File: src/rtl/sequence_controller_pkg.sv
// Shared types and default sizing for the step sequencer.
package sequence_controller_pkg;

    typedef enum logic [1:0] {
        IDLE   = 2'd0,
        PLAY   = 2'd1,
        RECORD = 2'd2,
        CLEAR  = 2'd3
    } state_e;

    localparam int DEF_STEP_TICKS = 6250000;
    localparam int DEF_ADDR_W     = 6;
    localparam int DEF_NOTE_W     = 10;

endpackage

File: src/rtl/sequence_controller_step_timer.sv
// Step-period down-counter: holds STEP_TICKS-1 while loading, strobes tick_o on reaching zero.
module step_timer
    import sequence_controller_pkg::*;
#(
    parameter int STEP_TICKS = DEF_STEP_TICKS
) (
    input  logic clock,
    input  logic reset,
    input  logic load_i,
    input  logic enable_i,
    output logic tick_o
);

    localparam int CNT_W = (STEP_TICKS > 1) ? $clog2(STEP_TICKS) : 1;
    localparam logic [CNT_W-1:0] RELOAD = CNT_W'(STEP_TICKS - 1);

    logic [CNT_W-1:0] cnt_q, cnt_d;

    always_comb begin
        cnt_d = cnt_q;
        if (load_i) begin
            cnt_d = RELOAD;
        end else if (enable_i) begin
            cnt_d = (cnt_q == '0) ? RELOAD : cnt_q - 1'b1;
        end
    end

    always_ff @(posedge clock) begin
        if (reset) begin
            cnt_q <= RELOAD;
        end else begin
            cnt_q <= cnt_d;
        end
    end

    assign tick_o = enable_i && !load_i && (cnt_q == '0);

endmodule

File: src/rtl/sequence_controller.sv
// Bank-switched step sequencer: play, record and clear against an external sync-read RAM.
// Define SEQ_LOOP_EN to make PLAY wrap from the last step back to step 0 until stopped.
module sequence_controller
    import sequence_controller_pkg::*;
#(
    parameter int STEP_TICKS = DEF_STEP_TICKS,
    parameter int ADDR_W     = DEF_ADDR_W,
    parameter int NOTE_W     = DEF_NOTE_W,
    parameter int BANK_W     = 2
) (
    input  logic                     clock,
    input  logic                     reset,
    input  logic                     play_req,
    input  logic                     rec_req,
    input  logic                     clear_req,
    input  logic                     stop,
    input  logic [BANK_W-1:0]        bank_sel,
    input  logic [NOTE_W-1:0]        key_gates,
    input  logic [NOTE_W-1:0]        ram_q,
    output logic [BANK_W+ADDR_W-1:0] ram_addr,
    output logic [NOTE_W-1:0]        ram_data,
    output logic                     ram_wren,
    output logic [NOTE_W-1:0]        note_gates,
    output logic                     step_pulse,
    output logic                     busy,
    output logic [1:0]               state
);

    localparam logic [ADDR_W-1:0] LAST_STEP = '1;

    state_e              state_q, state_d;
    logic [ADDR_W-1:0]   step_q, step_d;
    logic [BANK_W-1:0]   bank_q, bank_d;
    logic [NOTE_W-1:0]   acc_q, acc_d;
    logic [NOTE_W-1:0]   note_q, note_d;
    logic                running;
    logic                tick;

    assign running = (state_q == PLAY) || (state_q == RECORD);

    step_timer #(.STEP_TICKS(STEP_TICKS)) u_step_timer (
        .clock   (clock),
        .reset   (reset),
        .load_i  (!running),
        .enable_i(running),
        .tick_o  (tick)
    );

    always_comb begin
        state_d    = state_q;
        step_d     = step_q;
        bank_d     = bank_q;
        acc_d      = acc_q;
        note_d     = '0;
        ram_wren   = 1'b0;
        ram_data   = '0;
        note_gates = '0;
        case (state_q)
            IDLE: begin
                step_d = '0;
                acc_d  = '0;
                if (clear_req) begin
                    state_d = CLEAR;
                    bank_d  = bank_sel;
                end else if (rec_req) begin
                    state_d = RECORD;
                    bank_d  = bank_sel;
                end else if (play_req) begin
                    state_d = PLAY;
                    bank_d  = bank_sel;
                end
            end
            PLAY: begin
                // RAM data lags the address by one clock; registering it again gives the 2-clock alignment
                note_d     = ram_q;
                note_gates = note_q;
                if (tick) begin
                    step_d = step_q + 1'b1;
`ifdef SEQ_LOOP_EN
`else
                    if (step_q == LAST_STEP) begin
                        state_d = IDLE;
                        step_d  = '0;
                    end
`endif
                end
            end
            RECORD: begin
                note_gates = key_gates;
                acc_d      = acc_q | key_gates;
                if (tick) begin
                    ram_wren = 1'b1;
                    ram_data = acc_q | key_gates;
                    acc_d    = '0;
                    step_d   = step_q + 1'b1;
                    if (step_q == LAST_STEP) begin
                        state_d = IDLE;
                        step_d  = '0;
                    end
                end
            end
            CLEAR: begin
                ram_wren = 1'b1;
                step_d   = step_q + 1'b1;
                if (step_q == LAST_STEP) begin
                    state_d = IDLE;
                    step_d  = '0;
                end
            end
            default: state_d = IDLE;
        endcase
        // stop aborts everything, including a write that would land on this boundary
        if (stop) begin
            state_d  = IDLE;
            step_d   = '0;
            acc_d    = '0;
            note_d   = '0;
            ram_wren = 1'b0;
        end
    end

    always_ff @(posedge clock) begin
        if (reset) begin
            state_q <= IDLE;
            step_q  <= '0;
            bank_q  <= '0;
            acc_q   <= '0;
            note_q  <= '0;
        end else begin
            state_q <= state_d;
            step_q  <= step_d;
            bank_q  <= bank_d;
            acc_q   <= acc_d;
            note_q  <= note_d;
        end
    end

    assign ram_addr   = {bank_q, step_q};
    assign step_pulse = tick;
    assign busy       = (state_q != IDLE);
    assign state      = state_q;

endmodule
File: config.mk
export PLATFORM = sky130hd
export DESIGN_NAME = sequence_controller
export DESIGN_NICKNAME = d
export VERILOG_FILES = /design/src/rtl/sequence_controller_pkg.sv /design/src/rtl/sequence_controller_step_timer.sv /design/src/rtl/sequence_controller.sv
export SDC_FILE = /design/constraint.sdc
export NUM_CORES = 1
export LEC_CHECK = 0
export CELL_PAD_IN_SITES_DETAIL_PLACEMENT = 2
export CELL_PAD_IN_SITES_GLOBAL_PLACEMENT = 2
export CORE_MARGIN = 5
export CORE_UTILIZATION = 29
export CTS_BUF_LIST = sky130_fd_sc_hd__clkbuf_4 sky130_fd_sc_hd__clkbuf_8
export DETAILED_ROUTE_END_ITERATION = 10
export GPL_ROUTABILITY_DRIVEN = 0
export HOLD_SLACK_MARGIN = 0.15
export PLACE_DENSITY_LB_ADDON = 0.3
export SLEW_MARGIN = 40
export SYNTH_ARGS = -nofsm -noshare
export SYNTH_HDL_FRONTEND = slang
export SYNTH_SLANG_ARGS = --single-unit
File: constraint.sdc
create_clock -name clock -period 3.2 [get_ports clock]
set_input_delay 0.64 -clock clock [delete_from_list [all_inputs] [get_ports clock]]
set_output_delay 0.64 -clock clock [all_outputs]
set_load 0.01 [all_outputs]
## Word-level counts from Yosys, hierarchy flattened

Index checks and enable logic that the tools add are counted.
Widths: inputs -> output; s select.

| storage, ports and cells | value |
|---|---|
| register bits | 53 |
| logic and storage cells | 50 |
| bits of input ports | 28 |

| operators by class | value |
|---|---|
| bitwise operators | 3 |
| add/sub/neg operators | 2 |
| muxes and demuxes | 20 |
| reduce and logical (&&, ||, !) cells | 13 |
| equality and inequality tests | 6 |

Operators by type and width:

| cell | number |
|---|---|
| $pmux 10 s2 | 2 |
| $mux 10 | 3 |
| $logic_not 23->1 | 1 |
| $sub 23x1->23 const B | 1 |
| $pmux 6 s3 | 1 |
| $mux 2 | 8 |
| $mux 6 | 2 |
| $or 10x10->10 | 1 |
| $add 6x1->6 const B | 1 |
| $eq 6x6->1 const B | 1 |
| $pmux 2 s3 | 1 |
| $reduce_or 3->1 | 2 |
| $eq 2x2->1 const B | 2 |
| $ne 4x4->1 const B | 1 |
| $reduce_and 2->1 | 2 |
| $reduce_bool 2->1 | 2 |
| $reduce_or 2->1 | 2 |
| $reduce_bool 3->1 | 1 |
| $eq 2x1->1 const B | 1 |
| $logic_not 2->1 | 1 |
| $mux 1 | 2 |
| $ne 2x1->1 const B | 1 |
| $not 1->1 | 2 |
| $pmux 1 s2 | 1 |
| other kinds (2) | 2 |

## Depth between registers and ports, before layout

| depth | value |
|---|---|
| depth after elaboration | 6 |
| gate-level depth with buffers | 9 |

## By module

From an unflattened synthesis, not the netlist that was laid out.

| second synthesis, totals | value |
|---|---|
| cells, all modules | 286 |
| area total of the unflattened synthesis | 2,437.3 um^2 |

Modules (own cells, without submodules):

| module | area each (um^2) | seq. area each (um^2) | cells an instance | times used |
|---|---|---|---|---|
| sequence_controller | 1,348.8 | 600.6 | 163 | 1 |
| step_timer | 1,088.5 | 460.4 | 123 | 1 |

## Worst setup path before layout

Ideal clock, no wire load.

| path | value |
|---|---|
| kind | register -> output |
| start | reg u_step_timer.cnt_q[0] |
| end | out ram_data[0] |
| required time | 2,560 ps |
| slack | 378 ps |
| stages on the path, launching flop included | 8 |
| arrival time | 2,182 ps |
| cells stage by stage | dfxtp_1 -> inv_1 -> ha_1 -> or3b_2 -> or4_4 -> nor4_4 -> nand2_1 -> nor2_1 |

| on the way | value |
|---|---|
| longest elaborated chain between the ends | 4 |

RTL lines:

| what | line | RTL |
|---|---|---|
| from (decl) | sequence_controller_step_timer.sv:17 | `logic [CNT_W-1:0] cnt_q, cnt_d;` |
| from (signal assigned) | sequence_controller_step_timer.sv:32 | `cnt_q <= cnt_d;` |
| $logic_not 23->1 | sequence_controller_step_timer.sv:36 | `assign tick_o = enable_i && !load_i && (cnt_q == '0);` |
| $logic_and 1x1->1 | sequence_controller_step_timer.sv:36 |  |
| net step_pulse | sequence_controller.sv:24 | `output logic step_pulse,` |
| $mux 10 | sequence_controller.sv:91 | `if (tick) begin` |
| $mux 10 | sequence_controller.sv:58 | `case (state_q)` |
| to (decl) | sequence_controller.sv:21 | `output logic [NOTE_W-1:0] ram_data,` |

The timed path passes the listed nets, and every way through them passes these cells.

## Worst setup path in the final report

| path | value |
|---|---|
| start | reg u_step_timer.cnt_q[1] |
| end | out ram_data[6] |

| on the way | value |
|---|---|
| longest elaborated chain between the ends | 4 |

RTL lines:

| what | line |
|---|---|
| $logic_not 23->1 | sequence_controller_step_timer.sv:36 |
| $logic_and 1x1->1 | sequence_controller_step_timer.sv:36 |
| $mux 10 | sequence_controller.sv:91 |
| $mux 10 | sequence_controller.sv:58 |

No other way between the ends.

==> metrics.md <==
| Metric | Value |
|---|---|
| Post-synthesis xor/xnor area fraction | under 10% |
| DP HPWL | approximately 5500 um |
| Initial Utilization | 29.38% |
| Mean Syn Cell Area | 8.772 sq um |
| Max Freq | between 300 and 400 MHz |
| Cell area power density | approximately 430 nW/um^2 |
| Die area | 10110 sq um |
| Clk Tree Root Cell | clkbuf_8 |
| Final worst slack | -0.02983 ns |
| Status | finished, violations left |
| CP max-delay cell | or4_4 |
| Number of antenna diodes | 0 |
| Hold Path Depth | 2 |
| CTS buffer count | 5 |
| Largest net degree at the start of global routing | 21 |
| Post-route design area | between 3000 and 4000 sq um |
| Crit share post-route | 100.9% |
| Cells after synthesis | 271 |
| DRT Pass-1 Iters | 4 |
| Tot Pwr | 1480 uW |
| RSZ-0062 raised after global routing | yes |
| Number of synthesized flops with an enable pin | 0 |
| Failing checks | negative setup slack |
| Synth Register Bits | 53 |
| Nets | roughly 380 |
| Max-Cap Viols | 0 |
| R2r startpoint | u_step_timer.cnt_q[1] |
| Worst Hold Class | reg -> reg |
| CTS tree | done |
| Post-Synth Simple-Gate Area | about 27% |
| Sw frac | about a quarter |
| Worst min-delay path endpoint | u_step_timer.cnt_q[7] |
| Sequential cell area fraction in the yosys report | between 40% and 50% |
| Post-synth top flop | dfxtp_1 |
| CTS Buffer Depth | 2 |
| Antenna viol nets, final | 0 |
| P_sw | 378.9 uW |
| Internal power | approximately 1100 uW |
| Final setup fails | 9 |
| Yosys cell types | 40 |
| All-Layer GR Usage | between 15 and 20% |
| CP max FO | 7 |
| FFs w/ async S/R, synth | 0% |
| Combinational Power Share | between 15 and 20% |
| Die span in y | roughly 100 um |
| Final hold vios | 0 |
| Port Buffer Count | 60 |
| Maximum vdd drop | around 170 uV |
| Row cnt | 33 |
| Core ar. | 8093 sq um |
| Global-route wire length before repair | between 10000 and 15000 um |
| Synthesized area | between 2000 and 2500 sq um |
| Slew @ Worst Pin | approximately 0.74 ns |
| H-tree depth | 2 |
| Worst-path cell chain | inv_2 -> ha_4 -> or3b_4 -> or4_4 -> nor4_4 -> nand2_2 -> buf_12 -> nor2_4 -> buf_6 |
| Minimum clock period | approximately 3.2 ns |
| DR WL/cell | 16.48 um |
| CP startpoint kind | flop |
| Core Util, Final | a little over two fifths |
| Layout area overhead | 44.21% |
| Lkg Pwr | roughly 0.0013 uW |
| Synthesis Warnings | 0 |
| Data arrival, critical path | approximately 2.6 ns |
| Total Wirelength | 7381 um |
| Mux cell area share after synthesis | ~2.1% |
| Critical path type | reg -> out |
| Slew headroom | between 50% and 60% |
| CTS sink cnt | between 50 and 60 |
| Initial DRC count | 53 |
| Share of cells above drive strength 1 | between 10% and 20% |
| Remaining Overflow, GRT | 0 |
| Die W | a little over 100 um |
| Sequential share of power | a little under half |
| Hold buffers post-CTS | 0 |
| R2R setup slack | between 0.5 and 0.6 ns |
| RR Endpoint | acc_q[7] |
| Antenna violations before repair | 0 |
| WP data required | ~2.6 ns |
| Synth Area in Compound Gates | between 10% and 20% |
| Clock-pin slew on the worst setup and hold paths | roughly 0.090 ns |
| CP endpoint kind | output port |
| Area of placed instances | 3142 sq um |
| Largest family of logic cells by synthesized area | simple AND/OR/NAND/NOR gates |
| Clock power share | roughly 36% |
| Synth Area in Adders | 3.684% |
| Slew Viols, Final | 0 |
| Post-synth net total | approximately 300 |
| Critical hold path startpoint | u_step_timer.cnt_q[7] |
| Vias | between 2000 and 2500 |
| Setup TNS | -0.1678 ns |
| I/O Pins | between 60 and 70 |
| Slowest Stage Delay on Critical Path | ~0.51 ns |
| Length in cells of the worst reg-to-reg path | 9 |
| Clock Skew | 0.006072 ns |
| Vias in the first global route | ~2400 |
| Drt via density | a little under 5 |
| DRC viols | 0 |
| Worst-skew pair later-pin latency | ~0.3 ns |
-- synth_stat cells (3+ instances only) --
library cell / count / area share, %
a32o_1: 4 / 1.7
nand3_1: 4 / 0.84
o21ai_0: 6 / 1.3
nor3b_1: 4 / 1.3
mux2i_1: 5 / 2.1
a21oi_1: 3 / 0.63
a22o_1: 10 / 3.7
ha_1: 7 / 3.7
nor4_1: 5 / 1.3
nor3_1: 8 / 1.7
or3_1: 5 / 1.3
a22oi_1: 10 / 3.2
dfxtp_1: 53 / 45
xnor2_1: 15 / 5.5
inv_1: 7 / 1.1
and3_1: 13 / 3.4
xor2_1: 4 / 1.5
nand2_1: 26 / 4.1
nor2_1: 51 / 8.1
clkbuf_1: 9 / 1.4
-- worst max-delay path: cells and delay by family (launching register included) --
| family | cells | cell delay (ns) |
|---|---|---|
| fa+ha+maj | 1 | 0.12 |
| buf+inv | 3 | 0.40 |
| flops | 1 | 0.35 |
| simple gates | 5 | 1.42 |
-- sequential cells by signal (all words and copies together) (netlist names) --
| signal | flops |
|---|---|
| u_step_timer.cnt_q | 23 |
| acc_q | 10 |
| note_q | 10 |
| step_q | 6 |
| bank_q | 2 |
| state | 2 |
-- metal layers --
metal  share of wire, %  track usage [%]  up-vias
li1                   -                -     1076
met1                 46            18.85     1053
met2                 49            27.47       43
met3                4.1            2.630        6
met4               0.75            2.798        0
met5                  0                0        -
-- cells by family after synthesis --
logic type,Yosys count
AO/OA/AOI/OAI,38
flip-flops,53
XOR/XNOR,19
AND/OR/NAND/NOR,130
multiplexers,5
buffers and inverters,19
adder cells (fa/ha/maj),7
-- through the flow --
| stage | worst slack (ns) | hold WS, ns | std cells |
|---|---|---|---|
| floorplan | 0.3780 | 0.3783 | 271 |
| global placement | 0.01857 | 0.4469 | 435 |
| detailed placement | -0.04856 | 0.4639 | 435 |
| CTS | 0.005278 | 0.4771 | 445 |
| global route | -0.1535 | 0.5054 | 448 |
| finish | -0.02983 | 0.4719 | 448 |
-- power groups by stage --
stage	clock, uW	sequential [uW]	combinational (uW)
3_3_place_gp	0	698	247
2_1_floorplan	0	701	130
6_report	532	685	263
3_5_place_dp	0	700	255
5_1_grt	575	688	290
4_1_cts	551	685	257
-- how the worst max path moves through the flow --
| stage | start | to | slack [ns] | depth (start not counted) |
|---|---|---|---|---|
| after global placement | u_step_timer.cnt_q[1] | ram_data[3] | 0.02 | 9 |
| after CTS | u_step_timer.cnt_q[1] | ram_data[5] | 0.005 | 9 |
| final | u_step_timer.cnt_q[1] | ram_data[6] | -0.03 | 9 |
| after floorplan | u_step_timer.cnt_q[0] | ram_data[0] | 0.38 | 7 |
| after detailed placement | u_step_timer.cnt_q[1] | ram_data[7] | -0.05 | 9 |
| after global routing | u_step_timer.cnt_q[1] | ram_data[9] | -0.15 | 9 |
-- layout make-up --
cell class	instances	area [sq um]
Clock inverter	3	65.06
Inverter	7	26.28
Clock buffer	5	68.82
Multi-Input combinational cell	199	1334
Tap cell	105	131.4
Fill cell	878	4664
Timing Repair Buffer	76	739.5
Sequential cell	53	1064
-- what timing repair did --
item / CTS / global route
cloned: 0 / 0
setup buffers: 2 / 4
endpoints found under the setup margin: 12 / 12
gates resized for setup: 49 / 43
hold endpoints to repair: 0 / 0
pin swaps: 0 / 14
-- placed cells by master (no fill, tap or decap), types with 2 or more instances in the layout --
cell | synthesis | final
buf_4 | 1 | 14
a22oi_1 | 10 | 10
dfxtp_1 | 53 | 51
nor3b_1 | 4 | 4
clkbuf_8 | 0 | 5
nor3_1 | 8 | 8
o21ai_0 | 6 | 6
a21oi_1 | 3 | 2
or2_2 | 2 | 2
nand2b_1 | 2 | 2
and3_1 | 13 | 13
inv_2 | 0 | 2
or3_1 | 5 | 5
a21oi_2 | 1 | 2
a22o_1 | 10 | 10
xnor2_1 | 15 | 15
nor4_1 | 5 | 5
nor2_2 | 0 | 2
buf_6 | 0 | 11
inv_1 | 7 | 5
ha_1 | 7 | 6
nand2_1 | 26 | 25
nand3_1 | 4 | 4
nor2_1 | 51 | 40
buf_2 | 1 | 2
xor2_1 | 4 | 4
a32o_1 | 4 | 4
clkdlybuf4s50_1 | 0 | 48
dfxtp_2 | 0 | 2
nor2_4 | 0 | 9
mux2i_1 | 5 | 5
bufinv_16 | 0 | 2
Note: power is estimated with default switching activity, not from simulation.
